$ cat config.mk
export PLATFORM = sky130hd
export DESIGN_NAME = reg_writeback_ctrl
export DESIGN_NICKNAME = d
export VERILOG_FILES = /design/src/rtl/wramp_pkg.sv /design/src/rtl/wb_fifo.sv /design/src/rtl/reg_writeback_ctrl.sv
export SDC_FILE = /design/constraint.sdc
export NUM_CORES = 1
export LEC_CHECK = 0
export ABC_AREA = 1
export BUFFER_PORTS_ARGS = -buffer_cell sky130_fd_sc_hd__buf_2
export CELL_PAD_IN_SITES_DETAIL_PLACEMENT = 2
export CELL_PAD_IN_SITES_GLOBAL_PLACEMENT = 2
export CORE_ASPECT_RATIO = 1.4
export CORE_UTILIZATION = 39
export DETAILED_ROUTE_END_ITERATION = 8
export GPL_ROUTABILITY_DRIVEN = 1
export PLACE_DENSITY = 0.85
export REMOVE_ABC_BUFFERS = 1
export SETUP_SLACK_MARGIN = 0.02
export SLEW_MARGIN = 20
export SYNTH_ARGS = -nofsm -noshare
export SYNTH_HDL_FRONTEND = slang
export SYNTH_SLANG_ARGS = --single-unit
$ cat constraint.sdc
create_clock -name clk -period 5.1 [get_ports clk]
set_input_delay 0.255 -clock clk [delete_from_list [all_inputs] [get_ports clk]]
set_output_delay 0.255 -clock clk [all_outputs]
set_load 0.01 [all_outputs]
$ cat src/rtl/wramp_pkg.sv
// Shared types and constants for the register write-back path.
// Latency: n/a (declarations only).
// Backpressure: n/a (declarations only).
package wramp_pkg;

    localparam int DATA_W = 32;
    localparam int IDX_W  = 4;
    localparam int NREGS  = 2 ** IDX_W;

    // r0 is hardwired; writes aimed at it are discarded
    localparam logic [IDX_W-1:0] R0 = '0;

    // One pending register-file write
    typedef struct packed {
        logic [IDX_W-1:0]  idx;
        logic [DATA_W-1:0] data;
    } wb_req_t;

endpackage

$ cat src/rtl/wb_fifo.sv
// Synchronous circular FIFO of write-back requests, DEPTH a power of 2.
// Latency: a pushed entry becomes the head one cycle later at the earliest (no bypass).
// Backpressure: push ignored while full, pop ignored while empty; full/empty from registered count.
module wb_fifo
    import wramp_pkg::*;
#(
    parameter int DEPTH = 4
) (
    input  logic                   clk,
    input  logic                   rst,
    input  logic                   push_vld,
    input  wb_req_t                push_dat,
    input  logic                   pop_vld,
    output wb_req_t                head_dat,
    output logic [$clog2(DEPTH):0] count,
    output logic                   full,
    output logic                   empty
);

    localparam int PTR_W = $clog2(DEPTH);
    localparam int CNT_W = PTR_W + 1;

    wb_req_t            mem [DEPTH];
    logic [PTR_W-1:0]   rd_ptr;
    logic [PTR_W-1:0]   wr_ptr;
    logic               push_ok;
    logic               pop_ok;

    assign full     = (count == CNT_W'(DEPTH));
    assign empty    = (count == '0);
    assign push_ok  = push_vld && !full;
    assign pop_ok   = pop_vld && !empty;
    assign head_dat = mem[rd_ptr];

    // Storage array; contents need no reset since count gates visibility
    always_ff @(posedge clk) begin
        if (push_ok) begin
            mem[wr_ptr] <= push_dat;
        end
    end

    // Pointers wrap naturally at DEPTH; count tracks occupancy
    always_ff @(posedge clk) begin
        if (rst) begin
            rd_ptr <= '0;
            wr_ptr <= '0;
            count  <= '0;
        end else begin
            if (push_ok) begin
                wr_ptr <= wr_ptr + PTR_W'(1);
            end
            if (pop_ok) begin
                rd_ptr <= rd_ptr + PTR_W'(1);
            end
            case ({push_ok, pop_ok})
                2'b10:   count <= count + CNT_W'(1);
                2'b01:   count <= count - CNT_W'(1);
                default: count <= count;
            endcase
        end
    end

endmodule

$ cat src/rtl/reg_writeback_ctrl.sv
// Merges ALU results and queued MDU results onto the single register-file write port; tracks busy registers.
// Latency: 1 cycle from ALU result or FIFO pop to registered reg_write/wr_idx/wr_data.
// Backpressure: ALU never stalled (has priority); MDU stalled via mdu_ready when the FIFO is full.
module reg_writeback_ctrl
    import wramp_pkg::*;
#(
    parameter int DEPTH = 4
) (
    input  logic                   clk,
    input  logic                   rst,
    input  logic                   alu_valid,
    input  logic [IDX_W-1:0]       alu_idx,
    input  logic [DATA_W-1:0]      alu_data,
    input  logic                   mdu_valid,
    output logic                   mdu_ready,
    input  logic [IDX_W-1:0]       mdu_idx,
    input  logic [DATA_W-1:0]      mdu_data,
    input  logic                   issue_valid,
    input  logic [IDX_W-1:0]       issue_idx,
    output logic [NREGS-1:0]       busy,
    output logic [$clog2(DEPTH):0] fifo_count,
    output logic                   reg_write,
    output logic [IDX_W-1:0]       wr_idx,
    output logic [DATA_W-1:0]      wr_data
);

    logic       alu_win;
    logic       push_vld;
    logic       pop_vld;
    logic       fifo_full;
    logic       fifo_empty;
    wb_req_t    push_dat;
    wb_req_t    head_dat;
    logic [NREGS-1:0] busy_nxt;

    // Ready depends only on registered occupancy, so a same-cycle pop never frees a slot early
    assign mdu_ready = !fifo_full;

    // r0 results consume their slot/handshake but never reach the file
    assign alu_win  = alu_valid && (alu_idx != R0);
    assign push_vld = mdu_valid && mdu_ready && (mdu_idx != R0);
    assign pop_vld  = !alu_win && !fifo_empty;

    assign push_dat.idx  = mdu_idx;
    assign push_dat.data = mdu_data;

    wb_fifo #(
        .DEPTH (DEPTH)
    ) u_fifo (
        .clk      (clk),
        .rst      (rst),
        .push_vld (push_vld),
        .push_dat (push_dat),
        .pop_vld  (pop_vld),
        .head_dat (head_dat),
        .count    (fifo_count),
        .full     (fifo_full),
        .empty    (fifo_empty)
    );

    // Scoreboard next state: pop clears, issue sets (set wins on collision), r0 never busy
    always_comb begin
        busy_nxt = busy;
        if (pop_vld) begin
            busy_nxt[head_dat.idx] = 1'b0;
        end
        if (issue_valid && (issue_idx != R0)) begin
            busy_nxt[issue_idx] = 1'b1;
        end
        busy_nxt[0] = 1'b0;
    end

    // Scoreboard register
    always_ff @(posedge clk) begin
        if (rst) begin
            busy <= '0;
        end else begin
            busy <= busy_nxt;
        end
    end

    // Write-port arbitration: ALU over FIFO head; idle cycles hold idx/data
    always_ff @(posedge clk) begin
        if (rst) begin
            reg_write <= 1'b0;
            wr_idx    <= '0;
            wr_data   <= '0;
        end else if (alu_win) begin
            reg_write <= 1'b1;
            wr_idx    <= alu_idx;
            wr_data   <= alu_data;
        end else if (pop_vld) begin
            reg_write <= 1'b1;
            wr_idx    <= head_dat.idx;
            wr_data   <= head_dat.data;
        end else begin
            reg_write <= 1'b0;
        end
    end

endmodule

# Word level (Yosys, flattened, before mapping)
# Memories as Yosys holds them, arrays and structs flattened. A register that Yosys moved wholly into a read port is not among the register bits.
# Index checks and enable logic that the tools add are counted.
[classes]
addsub = 4
n_mux = 17
bitwise = 3
order_cmp = 4
n_reduce_logical = 18
eq_ne = 3
[ops]
columns = ["operator", "n"]
rows = [
  ["two-way mux 32 bit", 2],
  ["two-way mux 16 bit", 2],
  ["bitwise AND 16 bit", 1],
  ["NOT 16 bit", 1],
  ["bitwise OR 16 bit", 1],
  ["nonzero test 4 bit", 3],
  ["less-than comparator 4 x 5 -> 1 bit (second input constant)", 2],
  ["logical AND 1 bit", 9],
  ["demux 1 bit (select 4 bit)", 2],
  [">= comparator 4 x 1 -> 1 bit (second input constant)", 2],
  ["two-way mux 4 bit", 2],
  ["two-way mux 1 bit", 6],
  ["one-hot mux 3 bit (2 select lines)", 1],
  ["adder 2 x 1 -> 2 bit (second input constant)", 2],
  ["two-way mux 2 bit", 2],
  ["nonzero test 2 bit", 2],
  ["adder 3 x 1 -> 3 bit (second input constant)", 1],
  ["== test 3 bit (second input constant)", 1],
  ["logical NOT 1 bit", 3],
  ["logical NOT 3 bit", 1],
  ["subtractor 3 x 1 -> 3 bit (second input constant)", 1],
  ["== test 2 x 1 -> 1 bit (second input constant)", 1],
  ["== test 2 bit (second input constant)", 1],
]
[word_totals]
ram_bits = 144
mem_count = 1
inputBits = 81
regBits = 60
word_cells = 58
out_inout_bits = 57
[mem_list]
columns = ["memory", "words", "width", "rd", "rd_ports_with_merged_regs", "wr", "line_no", "text"]
rows = [
  ["u_fifo.mem", 4, 36, 1, 1, 1, "wb_fifo.sv:23", "wb_req_t mem [DEPTH];"],
]

# Logic depth before layout (Yosys ltp)
[depth]
depth_word = 9
ltp_mapped = 13

# Cells and area by module
# From an unflattened synthesis, not the netlist that was laid out.
[hier_totals]
hier_cells = 860
hier_area_um2 = 8580.7
[modules_own_cells]
columns = ["module", "n_inst", "cells_each", "area_per_inst_um2"]
rows = [
  ["wb_fifo", 1, 418, 5844.4],
  ["reg_writeback_ctrl", 1, 442, 2736.4],
]

# Worst setup path before layout
# No wires, ideal clock.
[synth_path]
kind = "flip-flop to flip-flop"
start = "reg u_fifo.count[1]"
end = "mem u_fifo.mem[0][0] (netlist bit), enable pin"
setup_ns = 0.429
slack_ns = 2.170
synth_period_minus_slack_ns = 2.930
required_ns = 4.671
arrival_ns = 2.501
stages_incl_launch_ff = 5
cell_sequence = "dfxtp_1 > inv_1 > nand3_1 > nand3_1 > nor2_1"
[synth_via]
elab_chain_cells = 7
[synth_lines]
columns = ["item", "line_no", "text"]
rows = [
  ["start: declaration", "wb_fifo.sv:15", "output logic [$clog2(DEPTH):0] count,"],
  ["start signal: assignment", "wb_fifo.sv:56", "2'b10: count <= count + CNT_W'(1);"],
  ["start signal: assignment", "wb_fifo.sv:57", "2'b01: count <= count - CNT_W'(1);"],
  ["start signal: assignment", "wb_fifo.sv:58", "default: count <= count;"],
  ["== test 3 bit *", "wb_fifo.sv:29", "assign full = (count == CNT_W'(DEPTH));"],
  ["logical NOT 1 bit *", "reg_writeback_ctrl.sv:37", "assign mdu_ready = !fifo_full;"],
  ["via mdu_ready", "reg_writeback_ctrl.sv:15", "output logic mdu_ready,"],
  ["logical AND 1 bit (2 in series)", "reg_writeback_ctrl.sv:41", "assign push_vld = mdu_valid && mdu_ready && (mdu_idx != R0);"],
  ["logical AND 1 bit *", "wb_fifo.sv:31", "assign push_ok = push_vld && !full;"],
  ["two-way mux 1 bit *", "wb_fifo.sv:37", "if (push_ok) begin"],
  ["two-way mux 1 bit (implied by the code) *", "wb_fifo.sv:38", "mem[wr_ptr] <= push_dat;"],
  ["end: declaration", "wb_fifo.sv:23", ""],
]
# The timed path passes the listed nets; every way through them passes the cells marked *.

==> impl_metrics.json <==
{
  "cts_resized": 0,
  "cp_common_cell": "nand2_1",
  "routedWlPerCell_um": 22.5,
  "drc": 0,
  "cp_data_required_time_ns": 5.46,
  "p_sw_w": 0.00187,
  "rsz0062_at_grt": "false",
  "syn_area_um2": 8630,
  "die_y_um": 178,
  "tightest_slew_ns": 1.08,
  "ioPinCount": 138,
  "grt_use_total_pct": 25.7,
  "synth_edf_count": 144,
  "async_flop_share_pct": 0,
  "drtPass1Iterations": 4,
  "dp_slack_ns": 2.41,
  "hpwl_um": 17700,
  "maxSlewHeadroom_pct": 27.8,
  "ys_seq_elements": 205,
  "yosysUniqueCellTypes": 37,
  "fin_crit_ns": 2.59,
  "cpMaxStageDelayCell": "dfxtp_4",
  "postRouteWirelength_um": 28500,
  "worst-setup-path-type": "flop to flop",
  "max_cap_violations": 0,
  "dp_cells": 1198,
  "overflow": 0,
  "avgViaCountPerCell": 5.24,
  "rows": 64,
  "dieArea_um2": 22700,
  "min_period_over_period_pct": 50.8,
  "clock_sinks": 205,
  "netlist_instances": 801,
  "ant_nets": 0,
  "grt_pass1_wl_um": 43500,
  "path_cells": "inv_6, nand2_1, nand2_1, nand2_1, nand2_1, nor2_2, nand3_1, nand2_1, a21oi_2",
  "drt_iter0_drc": 301,
  "ys_top_cells_by_area": "edfxtp_1 50%, dfxtp_1 14%, nand2_1 7.3%",
  "static-leakage-power_nw": 4.06,
  "path_max_fanout": 98,
  "postSynthAreaPerCell_um2": 10.8,
  "fin_setup_tns_ns": 0,
  "synth_top_area_share_pct": 50.1,
  "initial_utilization_pct": 39.6,
  "p_seq_share_pct": 43.6,
  "cp.arrival_ns": 2.95,
  "instances_no_fill": 1265,
  "clk_latency_ns": 0.50,
  "synthFlopType": "edfxtp_1",
  "finalHoldViolations": 0,
  "clk_pin_slew_ns": 0.07,
  "cts_tree": "built",
  "worstSetupEndpointType": "flop",
  "p_int_w": 0.00329,
  "portBuffers": 136,
  "maxSlewViolCount": 0,
  "fmax_mhz": 386,
  "grt_pass1_vias": 7547,
  "grt_max_degree": 99,
  "power_density_nw_per_um2": 496,
  "globalplace.congestion": 0.704,
  "yosysSeqAreaShare_pct": 64.2,
  "cts.path.max_buffers": 3,
  "post_cts_buffers": 0,
  "hp-class": "input port to flop",
  "p_clk_share_pct": 29.0,
  "netlist_top_cells_count": "168 x nand2_1, 144 x edfxtp_1, 77 x nor2_1",
  "ctsRootBufferMaster": "clkbuf_16",
  "core_area_um2": 21800,
  "ir_drop_mv": 0.307,
  "drive_above_1_share_pct": 26.5,
  "finalSetupViolations": 0,
  "swShare_pct": 36.2,
  "fp.dieW_um": 128,
  "yosysMostFrequentCell": "nand2_1",
  "pwr-share-comb_pct": 27.5,
  "setup_slack_ns": 2.51,
  "synth_warnings": 0,
  "clock-skew-final_ns": 0.0126,
  "cts_buffers": 21,
  "start_kind": "flop",
  "synth.largest_area_cell": "edfxtp_1",
  "nets": 1040,
  "status": "completed",
  "slowest_delay_ns": 1.03,
  "num_vias": 6632,
  "htree_levels": 1,
  "syn_to_final_growth_pct": 20.6,
  "antenna_found_initial": 1
}
state kept, by name, indices dropped and copies added (netlist names), named ones only:
name           flops
u_fifo.mem       144
busy              15
reg_write          1
u_fifo.count       3
u_fifo.rd_ptr      2
wr_data           32
wr_idx             4
u_fifo.wr_ptr      2
per-layer routing:
layer	GRT usage (%)	vias to the layer above	part of all wire [%]
met1	28.3	3381	37
met4	8.92	2	2.2
li1	-	3034	-
met3	3.45	48	3.8
met2	49.9	167	57
met5	0	-	0.046
power by group through the flow:
| stage | combinational [W] | clock (W) | sequential, W |
|---|---|---|---|
| finish | 0.00142 | 0.00149 | 0.00225 |
| global route | 0.00155 | 0.00158 | 0.00228 |
| CTS | 0.00143 | 0.00151 | 0.00225 |
| detailed placement | 0.00138 | 0 | 0.00228 |
| global placement | 0.00128 | 0 | 0.00226 |
| floorplan | 0.000799 | 0 | 0.00226 |
cells in the final DEF (no fill, tap or decap), types with 4 or more instances in the layout:
cell type,count
a21oi_1,17
a21oi_2,6
a31oi_1,14
buf_2,136
buf_4,5
clkbuf_1,4
clkbuf_16,21
clkinvlp_4,4
dfxtp_1,59
dlygate4sd3_1,29
edfxtp_1,144
ha_1,5
inv_1,51
nand2_1,168
nand2_2,8
nand2_4,4
nand3_1,20
nand3_2,8
nor2_1,73
nor2_4,10
o21ai_0,53
o21ai_1,53
o21ai_2,36
o22ai_1,11
path summary, 6_finish.rpt:
check / start / end / slack, ns / depth (start not counted)
worst max register to register: flop / busy[10] / 2.51 / 9
worst min-delay path: mdu_idx[2] / u_fifo.mem[3][34] / 0.01 / 1
worst min register to register: wr_data[0] / wr_data[0] / 0.46 / 2
worst max-delay path: flop / busy[10] / 2.51 / 9
critical path: cells and delay by family, from the launching register on:
family / cells / cell delay, ns
DFF: 1 / 1.03
and+or+nand+nor: 7 / 0.96
buffers and inverters: 1 / 0.38
AOI/OAI and AO/OA: 1 / 0.05
what timing repair did:
item | 4_1_cts | 5_1_grt
hold endpoints to repair | 106 | 5
hold buffers | 27 | 2
setup endpoints to repair | 0 | 0
stage by stage:
| step | hold WS [ns] | utilization (%) | cell area [um2] | power [W] |
|---|---|---|---|---|
| 3_5_place_dp | 0.451 | 43.5 | 9470 | 0.00366 |
| 4_1_cts | 0.000278 | 47.7 | 10400 | 0.00519 |
| 3_3_place_gp | 0.445 | 43.5 | 9470 | 0.00353 |
| 5_1_grt | 0.00208 | 47.8 | 10400 | 0.00541 |
| 6_report | 0.0125 | 47.8 | 10400 | 0.00516 |
| 2_1_floorplan | 0.317 | - | 8340 | 0.00306 |
cell families after synthesis:
logic type / after synthesis / share of synthesized area, %
AOI/OAI and AO/OA: 193 / 13.5
adders and majority gates: 6 / 0.957
DFF: 205 / 64.2
and+or+nand+nor: 298 / 15.3
buffers and inverters: 98 / 5.96
other: 1 / 0.0434
cell type report:
class,count,area [um2]
antenna,1,2.50
clock buffer,26,554
clock inverter,11,91.3
fill,2321,11400
inverter,57,224
multi-input combinational,498,2610
sequential,205,5550
tap,297,372
timing repair buffer,170,1010
No activity file was read; power rests on OpenSTA's default activity.
